### src/rtl/except_ctrl_pkg.sv
// Shared types and constants for the exception/ERET sequencer.
// Build option: EXC_DRAIN_TIMEOUT_EN enables the drain watchdog in except_ctrl.
package except_ctrl_pkg;

    localparam int unsigned XLEN   = 32;
    localparam int unsigned CODE_W = 5;

    typedef enum logic [1:0] {
        ST_IDLE     = 2'd0,
        ST_DRAIN    = 2'd1,
        ST_COMMIT   = 2'd2,
        ST_REDIRECT = 2'd3
    } exc_state_e;

    localparam logic [XLEN-1:0] EXC_INT   = 32'h0000_0001;
    localparam logic [XLEN-1:0] EXC_ADEL  = 32'h0000_0004;
    localparam logic [XLEN-1:0] EXC_ADES  = 32'h0000_0005;
    localparam logic [XLEN-1:0] EXC_SYS   = 32'h0000_0008;
    localparam logic [XLEN-1:0] EXC_BP    = 32'h0000_0009;
    localparam logic [XLEN-1:0] EXC_RI    = 32'h0000_000a;
    localparam logic [XLEN-1:0] EXC_OV    = 32'h0000_000c;
    localparam logic [XLEN-1:0] EXC_ERET  = 32'h0000_000e;
    localparam logic [XLEN-1:0] EXC_ENTRY = 32'hBFC0_0380;

    // Exception record captured when a request is accepted
    typedef struct packed {
        logic              is_eret;
        logic [CODE_W-1:0] code;
        logic [XLEN-1:0]   tgt;
        logic [XLEN-1:0]   epc;
        logic              bd;
        logic [XLEN-1:0]   badvaddr;
    } exc_rec_t;

    // EPC points at the branch when the faulting instruction sits in a delay slot
    function automatic logic [XLEN-1:0] epc_of(input logic [XLEN-1:0] pc, input logic ds);
        return ds ? (pc - XLEN'(4)) : pc;
    endfunction

endpackage

### src/rtl/outst_counter.sv
// Saturating count of data transactions accepted but not yet answered.
module outst_counter #(
    parameter int unsigned OUTST_W = 2
) (
    input  logic               clk,
    input  logic               resetn,
    input  logic               inc,
    input  logic               dec,
    input  logic               clr,
    output logic [OUTST_W-1:0] cnt_next_c
);

    localparam logic [OUTST_W-1:0] CNT_MAX = '1;

    logic [OUTST_W-1:0] cnt_q;

    always_comb begin
        cnt_next_c = cnt_q;
        if (clr) begin
            cnt_next_c = '0;
        end else if (inc && !dec && (cnt_q != CNT_MAX)) begin
            cnt_next_c = cnt_q + OUTST_W'(1);
        end else if (dec && !inc && (cnt_q != '0)) begin
            cnt_next_c = cnt_q - OUTST_W'(1);
        end
    end

    always_ff @(posedge clk or negedge resetn) begin
        if (!resetn) begin
            cnt_q <= '0;
        end else begin
            cnt_q <= cnt_next_c;
        end
    end

endmodule

### src/rtl/except_ctrl.sv
// Exception/ERET sequencer: drains outstanding data accesses, commits CP0, redirects PC.
// Build option: EXC_DRAIN_TIMEOUT_EN adds a drain watchdog (TIMEOUT_CYC) and sticky timeout_err.
module except_ctrl
    import except_ctrl_pkg::*;
#(
    parameter int unsigned OUTST_W     = 2,
    parameter int unsigned TIMEOUT_CYC = 255
) (
    input  logic        clk,
    input  logic        resetn,
    input  logic        is_except,
    input  logic [31:0] except_type,
    input  logic [31:0] except_pc,
    input  logic [31:0] pc_m,
    input  logic        in_delayslot_m,
    input  logic [31:0] bad_addr_m,
    input  logic        data_req,
    input  logic        data_addr_ok,
    input  logic        data_data_ok,
    output logic        mem_req_block,
    output logic        stall_all,
    output logic        flush_all,
    output logic        redirect_valid,
    output logic [31:0] redirect_pc,
    output logic        cp0_except_we,
    output logic        cp0_eret,
    output logic [4:0]  cp0_exccode,
    output logic [31:0] cp0_epc,
    output logic        cp0_bd,
    output logic [31:0] cp0_badvaddr,
    output logic        busy,
    output logic        timeout_err
);

    localparam logic [OUTST_W-1:0] CNT_MAX = '1;

    exc_state_e         state_q, state_d;
    exc_rec_t           rec_q, rec_d;
    logic [OUTST_W-1:0] cnt_next_c;
    logic               cnt_clr;

    outst_counter #(.OUTST_W(OUTST_W)) u_outst (
        .clk        (clk),
        .resetn     (resetn),
        .inc        (data_req & data_addr_ok),
        .dec        (data_data_ok),
        .clr        (cnt_clr),
        .cnt_next_c (cnt_next_c)
    );

`ifdef EXC_DRAIN_TIMEOUT_EN
    localparam int unsigned WD_W = (TIMEOUT_CYC > 1) ? $clog2(TIMEOUT_CYC) : 1;

    logic [WD_W-1:0] wd_q, wd_d;
    logic            drain_to_c;

    // Watchdog counts consecutive DRAIN cycles; expiry empties the counter to force COMMIT
    assign drain_to_c = (state_q == ST_DRAIN) && (wd_q == WD_W'(TIMEOUT_CYC - 1));
    assign cnt_clr    = drain_to_c;
    assign wd_d       = ((state_q == ST_DRAIN) && (state_d == ST_DRAIN)) ? (wd_q + WD_W'(1)) : '0;

    always_ff @(posedge clk or negedge resetn) begin
        if (!resetn) begin
            wd_q        <= '0;
            timeout_err <= 1'b0;
        end else begin
            wd_q        <= wd_d;
            timeout_err <= timeout_err | drain_to_c;
        end
    end
`else
    logic unused_cfg;

    assign unused_cfg  = ^32'(TIMEOUT_CYC);
    assign cnt_clr     = 1'b0;
    assign timeout_err = 1'b0;
`endif

    // Next state and record capture
    always_comb begin
        state_d = state_q;
        rec_d   = rec_q;
        case (state_q)
            ST_IDLE: begin
                if (is_except) begin
                    rec_d.is_eret  = (except_type == EXC_ERET);
                    rec_d.code     = except_type[CODE_W-1:0];
                    rec_d.tgt      = except_pc;
                    rec_d.epc      = epc_of(pc_m, in_delayslot_m);
                    rec_d.bd       = in_delayslot_m;
                    rec_d.badvaddr = bad_addr_m;
                    state_d        = (cnt_next_c == '0) ? ST_COMMIT : ST_DRAIN;
                end
            end
            ST_DRAIN: begin
                if (cnt_next_c == '0) begin
                    state_d = ST_COMMIT;
                end
            end
            ST_COMMIT:   state_d = ST_REDIRECT;
            ST_REDIRECT: state_d = ST_IDLE;
            default:     state_d = ST_IDLE;
        endcase
    end

    // Outputs are registered from the next-state decode so they line up with the state
    always_ff @(posedge clk or negedge resetn) begin
        if (!resetn) begin
            state_q        <= ST_IDLE;
            rec_q          <= '0;
            busy           <= 1'b0;
            stall_all      <= 1'b0;
            flush_all      <= 1'b0;
            cp0_except_we  <= 1'b0;
            cp0_eret       <= 1'b0;
            redirect_valid <= 1'b0;
            redirect_pc    <= '0;
            mem_req_block  <= 1'b0;
        end else begin
            state_q        <= state_d;
            rec_q          <= rec_d;
            busy           <= (state_d != ST_IDLE);
            stall_all      <= (state_d == ST_DRAIN);
            flush_all      <= (state_d == ST_COMMIT) || (state_d == ST_REDIRECT);
            cp0_except_we  <= (state_d == ST_COMMIT) && !rec_d.is_eret;
            cp0_eret       <= (state_d == ST_COMMIT) && rec_d.is_eret;
            redirect_valid <= (state_d == ST_REDIRECT);
            redirect_pc    <= (state_d == ST_REDIRECT) ? rec_d.tgt : '0;
            mem_req_block  <= (state_d != ST_IDLE) || (cnt_next_c == CNT_MAX);
        end
    end

    assign cp0_exccode  = rec_q.code;
    assign cp0_epc      = rec_q.epc;
    assign cp0_bd       = rec_q.bd;
    assign cp0_badvaddr = rec_q.badvaddr;

endmodule

### config.mk
export PLATFORM = sky130hd
export DESIGN_NAME = except_ctrl
export DESIGN_NICKNAME = d
export VERILOG_FILES = /design/src/rtl/except_ctrl_pkg.sv /design/src/rtl/outst_counter.sv /design/src/rtl/except_ctrl.sv
export SDC_FILE = /design/constraint.sdc
export NUM_CORES = 1
export LEC_CHECK = 0
export CORE_MARGIN = 2
export CORE_UTILIZATION = 48
export CTS_CLUSTER_DIAMETER = 30
export DETAILED_ROUTE_END_ITERATION = 7
export PLACE_DENSITY = 0.86
export SYNTH_ARGS = -nofsm -noshare
export SYNTH_HDL_FRONTEND = slang
export SYNTH_SLANG_ARGS = --single-unit
### constraint.sdc
create_clock -name clk -period 6.8 [get_ports clk]
set_input_delay 1.02 -clock clk [delete_from_list [all_inputs] [get_ports clk]]
set_output_delay 1.02 -clock clk [all_outputs]
set_load 0.1 [all_outputs]
## After elaboration in Yosys (flattened, before gate mapping)

Index checks and enable logic that the tools add are counted.

| word-level totals | value |
|---|---|
| register bits after elaboration | 146 |
| input bits | 135 |
| output and inout bits | 110 |
| logic and storage cells | 55 |

| operators by class | value |
|---|---|
| $add $sub $neg | 3 |
| equal/unequal tests | 9 |
| multiplexer cells | 10 |
| bitwise operators | 1 |
| reduce and logical (&&, ||, !) cells | 16 |

Operator list:

| kind | count |
|---|---|
| two-way mux 103 bit | 2 |
| two-way mux 32 bit | 2 |
| equality test 32 x 4 -> 1 bit, second input constant | 1 |
| subtractor 32 x 3 -> 32 bit, second input constant | 1 |
| equality test 2 bit, second input constant | 5 |
| two-way mux 2 bit | 5 |
| one-hot mux 2 bit (4 select lines) | 1 |
| logical AND 1 bit | 6 |
| equality test 2 x 1 -> 1 bit, second input constant | 2 |
| logical NOT 2 bit | 2 |
| nonzero test 2 bit | 2 |
| logical NOT 1 bit | 3 |
| adder 2 x 1 -> 2 bit, second input constant | 1 |
| logical OR 1 bit | 2 |
| != test 2 bit, second input constant | 1 |
| AND reduction 2 bit | 1 |
| subtractor 2 x 1 -> 2 bit, second input constant | 1 |
| bitwise AND 1 bit | 1 |

## Longest topological paths before layout

| logic depth | value |
|---|---|
| depth after elaboration | 12 |
| mapped depth | 7 |
| mapped depth without buffers | 7 |

## Modules after synthesis

From an unflattened synthesis, not the netlist that was laid out.

| unflattened totals | value |
|---|---|
| cell total of the unflattened synthesis | 686 |
| area total of the unflattened synthesis | 6497.5 µm² |

Modules (own cells, without submodules):

| module | instances | cells an instance | area each (µm²) | sequential area each (µm²) |
|---|---|---|---|---|
| except_ctrl | 1 | 667 | 6324.8 | 3603.5 |
| outst_counter | 1 | 19 | 172.7 | 50.0 |

## Worst setup path before layout

Ideal clock, no wire load.

| timing path | value |
|---|---|
| path type | input port to flip-flop |
| start | in pc_m[20] |
| end | reg rec_q, in the netlist cp0_epc[29] |
| library setup time | 0.133 ns |
| arrival | 2.686 ns |
| data required time | 6.667 ns |
| setup slack | 3.981 ns |
| stages | 6 |
| path buffers | 1 |
| cell sequence | or4_1 or4b_4 buf_6 nor4_4 xnor2_1 a21oi_2 |

| between the ends | value |
|---|---|
| longest elaborated chain between the ends | 2 |

RTL lines:

| element | RTL line | text |
|---|---|---|
| from (decl) | except_ctrl.sv:14 | `input logic [31:0] pc_m,` |
| subtractor 32 x 3 -> 32 bit | except_ctrl_pkg.sv:37 | `return ds ? (pc - XLEN'(4)) : pc;` |
| two-way mux 32 bit | except_ctrl_pkg.sv:37 |  |
| to (signal assigned) | except_ctrl.sv:121 | `rec_q <= rec_d;` |
| to (decl) | except_ctrl.sv:38 | `exc_rec_t rec_q, rec_d;` |

Every way passes these cells.
A chain may end at the register's enable or synchronous reset.

## Final worst setup path

| timing path | value |
|---|---|
| start | in pc_m[2] |
| end | reg rec_q, in the netlist cp0_epc[20] |

The elaborated chain is that of the path after synthesis.

==> impl_summary.log <==
[metrics] run status: completed
[metrics] post-synthesis mux area share: 13.4%
[metrics] Critical Path Start Type: input port
[metrics] fraction of the mapped netlist area in compound gates: 3.39%
[metrics] CTS H-Tree Depth: 4
[metrics] Slowest Stage Delay on Critical Path: 0.55 ns
[metrics] slew at the pin closest to its max-slew limit: 1.04 ns
[metrics] data required time at the worst endpoint: 7.05 ns
[metrics] Highest Clock Rate: 0.326 GHz
[metrics] proportion of layout cells with a drive suffix above 1: 16.9%
[metrics] met2 GRT Util: 37.8%
[metrics] classification of the worst-slack hold path: reg -> reg
[metrics] endpoint type of the worst setup path: flop
[metrics] die area: 14,200 µm²
[metrics] net count after synthesis: 654
[metrics] share of the yosys chip area belonging to registers: 57.2%
[metrics] Final HPWL DP: 11,000 µm
[metrics] number of non-filler instances in the completed layout: 882
[metrics] WS Path Type: in -> reg
[metrics] number of buffers inserted by post-CTS setup repair: 0
[metrics] FP Rows: 42
[metrics] top cell type by total area after synthesis: sky130_fd_sc_hd__dfrtp_1
[metrics] Period minus WS final: 3.07 ns
[metrics] number of standard cells after synthesis: 516
[metrics] post-synthesis cell type count: 42
[metrics] number of global-route vias before repair: 4,834
[metrics] FF+latch count, synth: 146
[metrics] # resized after CTS: 0
[metrics] xor and xnor fraction of the mapped netlist area: 3.98%
[metrics] mean post-synth cell area: 12.4 µm²
[metrics] worst-case clock buffer depth: 2
[metrics] layer with the highest usage after global routing: met2
[metrics] Net count, final: 831
[metrics] first-pass GRT wire length: 24,100 µm
[metrics] post-route clock skew: 0.00786 ns
[metrics] number of endpoints failing setup at the final stage: 0
[metrics] max-slew violations: 0
[metrics] gp weighted congestion: 0.837
[metrics] largest family of logic cells by synthesized area: multiplexers
[metrics] Die X-Extent: 119 µm
[metrics] Hold Violations, Final: 0
[metrics] core outline area: 13,100 µm²
[metrics] clock-pin slew of the registers on the worst-case setup and hold paths: 0.06 ns
[metrics] netlist area before placement: 6390 µm²
[metrics] vias post-DR: 4,394
[metrics] hold-fix buffers at CTS: 0
[metrics] starting density of the core: 48.6%
[metrics] met1 demand-to-capacity share in global routing: 23.5%
[metrics] RSZ-0062 raised after global routing: false
[metrics] area growth from synthesis to final layout: 42.0%
[metrics] I/O Buffers: 243
[metrics] clock tree from TritonCTS: built
[metrics] max-capacitance violation count: 0
[metrics] Top Family by Delay on Critical Path: simple AND/OR/NAND/NOR gates
[metrics] fraction of the mapped netlist area in simple logic gates: 11.6%
[metrics] Min Hold Slack: 0.491 ns
[metrics] GR Overflow Total: 0
[metrics] Root Buffer: sky130_fd_sc_hd__clkbuf_16
[metrics] overall routed net length: 14,800 µm
[metrics] Inserted Clock Buffers: 17
[metrics] adder and majority gate portion of the synthesized area: 0.588%
[metrics] cell with the biggest individual delay on the critical path: sky130_fd_sc_hd__nor4_1
[metrics] number of diodes added for antenna fixing: 0
[metrics] remaining antenna violation count: 0
[metrics] routed length per instance: 16.7 µm
[metrics] worst path cell trace: clkdlybuf4s50_1 > inv_1 > ha_1 > and4bb_1 > nand4_1 > nor4_1 > xnor2_1 > a21oi_1
[metrics] Yosys top cell area share: 57.2%
[metrics] number of sinks driven by the clock tree: 146
[metrics] main area contributors after synthesis: sky130_fd_sc_hd__dfrtp_1 57%, sky130_fd_sc_hd__mux2_2 13%, sky130_fd_sc_hd__buf_4 8.2%
[metrics] global-route usage over all layers: 21.8%
[metrics] startpoint of the most critical hold path: rec_q[91]
[metrics] total negative setup slack: 0 ns
[metrics] remaining design rule violation count: 0
[metrics] Global Route met3 Usage: 9.39%
[metrics] placed cell count: 850
[metrics] initial antenna violation count: 0
[metrics] clock network latency to the later pin of the worst-skew pair: 0.41 ns
[metrics] worst-path maximum fanout: 9
[metrics] Chip Height: 119 µm
[metrics] Critical path buffers and inverters: 2
[metrics] drt via density: 4.98
[metrics] IO Count: 245
[metrics] arrival time at the worst endpoint: 3.32 ns
[metrics] launch instance of the worst register-to-register path: state_q[1]
[metrics] worst slew margin relative to its limit: 30.4%
[metrics] period utilization: 45.1%
[metrics] violation count after the first detailed-route iteration: 186
[metrics] synth warn: 0
[metrics] start point of the critical path: pc_m[2]
[metrics] drt pass-1 iters: 4
[metrics] largest net degree at the start of global routing: 75
-- path summary, 6_finish.rpt --
path                             endpoint  slack (ns)  cells past startpoint
max                           cp0_epc[20]        3.73                      8
min                             rec_q[91]        0.49                      1
max reg2reg                redirect_pc[5]        4.82                      4
min reg2reg                     rec_q[91]        0.49                      1
max in group asynchronous          cp0_bd        4.79                      2
min in group asynchronous     cp0_epc[17]        0.60                      1
-- stage by stage --
stage          cell area [µm²]  utilization (%)  setup WS, ns
3_3_place_gp              8470             64.5          3.46
4_1_cts                   9070             69.1          3.81
5_1_grt                   9070             69.1          3.59
6_report                  9070             69.1          3.73
3_5_place_dp              8470             64.5          3.38
2_1_floorplan             6390                -          3.98
-- flip-flops by register name, summed over array words and instances (netlist names) --
signal,count
busy,1
cp0_badvaddr,32
cp0_bd,1
cp0_epc,32
cp0_eret,1
cp0_exccode,5
cp0_except_we,1
flush_all,1
mem_req_block,1
rec_q,33
redirect_pc,32
redirect_valid,1
stall_all,1
state_q,2
u_outst.cnt_q,2
-- metal layers --
layer  routed length (µm)  up-vias  part of all wire [%]
li1                     -     2033                     -
met1                 5360     2131                    36
met2                 7560      201                    51
met3                 1530       29                    10
met4                  318        0                   2.2
met5                    0        -                     0
-- cell type report --
cell class	count	area [µm²]
fill	943	4060
clock buffer	20	447
multi-input combinational	275	2110
tap	176	220
timing repair buffer	247	2460
inverter	6	22.5
clock inverter	12	155
sequential	146	3650
-- kinds of logic (layout without fill, tap and decap cells) --
kind of cell               Yosys count  in the layout
muxes                               76             76
and+or+nand+nor                    128            128
DFF                                146            146
adders and majority gates            3              3
other                                1              1
buffers and inverters               95            285
xor gates and xnor gates            29             29
AOI/OAI and AO/OA                   38             38
-- cells in the final DEF, fill, tap and decap left out, types with 3 or more instances in the layout --
cell type | Yosys | final
sky130_fd_sc_hd__a21oi_1 | 27 | 27
sky130_fd_sc_hd__and2_1 | 33 | 33
sky130_fd_sc_hd__buf_4 | 70 | 4
sky130_fd_sc_hd__bufinv_16 | 0 | 3
sky130_fd_sc_hd__clkbuf_16 | 0 | 17
sky130_fd_sc_hd__clkdlybuf4s50_1 | 0 | 242
sky130_fd_sc_hd__clkinv_2 | 0 | 3
sky130_fd_sc_hd__dfrtp_1 | 146 | 146
sky130_fd_sc_hd__ha_1 | 3 | 3
sky130_fd_sc_hd__inv_1 | 6 | 6
sky130_fd_sc_hd__mux2_2 | 74 | 74
sky130_fd_sc_hd__nand2_1 | 5 | 5
sky130_fd_sc_hd__nand4_1 | 3 | 3
sky130_fd_sc_hd__nor2_1 | 42 | 42
sky130_fd_sc_hd__nor3_1 | 11 | 11
sky130_fd_sc_hd__nor4_1 | 11 | 11
sky130_fd_sc_hd__or3_1 | 4 | 4
sky130_fd_sc_hd__xnor2_1 | 23 | 23
sky130_fd_sc_hd__xor2_1 | 6 | 6
-- synthesized netlist by cell type (all sizes together) --
cell type	number
buf	72
nor3b	3
o21ai	2
a21oi	29
or3	4
ha	3
nor3	11
nand2b	1
mux2i	2
and4bb	1
o21bai	1
nand4	4
or4b	1
xor2	6
conb	1
nand3	2
and3b	1
or2	1
a2bb2oi	1
nand2	5
clkbuf	17
a31oi	1
xnor2	23
nand4b	1
mux2	74
and4b	1
a21o	2
a21boi	1
and2	33
o41ai	1
nor4	14
or4	3
dfrtp	146
inv	6
nor2	42
-- worst register-to-register path, stage by stage (launching register included) --
cell and delay, ns:
sky130_fd_sc_hd__dfrtp_1 0.41, sky130_fd_sc_hd__nor3b_2 0.25, sky130_fd_sc_hd__buf_4 0.58, sky130_fd_sc_hd__mux2_2 0.47, sky130_fd_sc_hd__and2_1 0.15
Power is left out: the tool's default activity adds up to more than one toggle a clock period on the data nets, which glitch-free logic cannot reach.
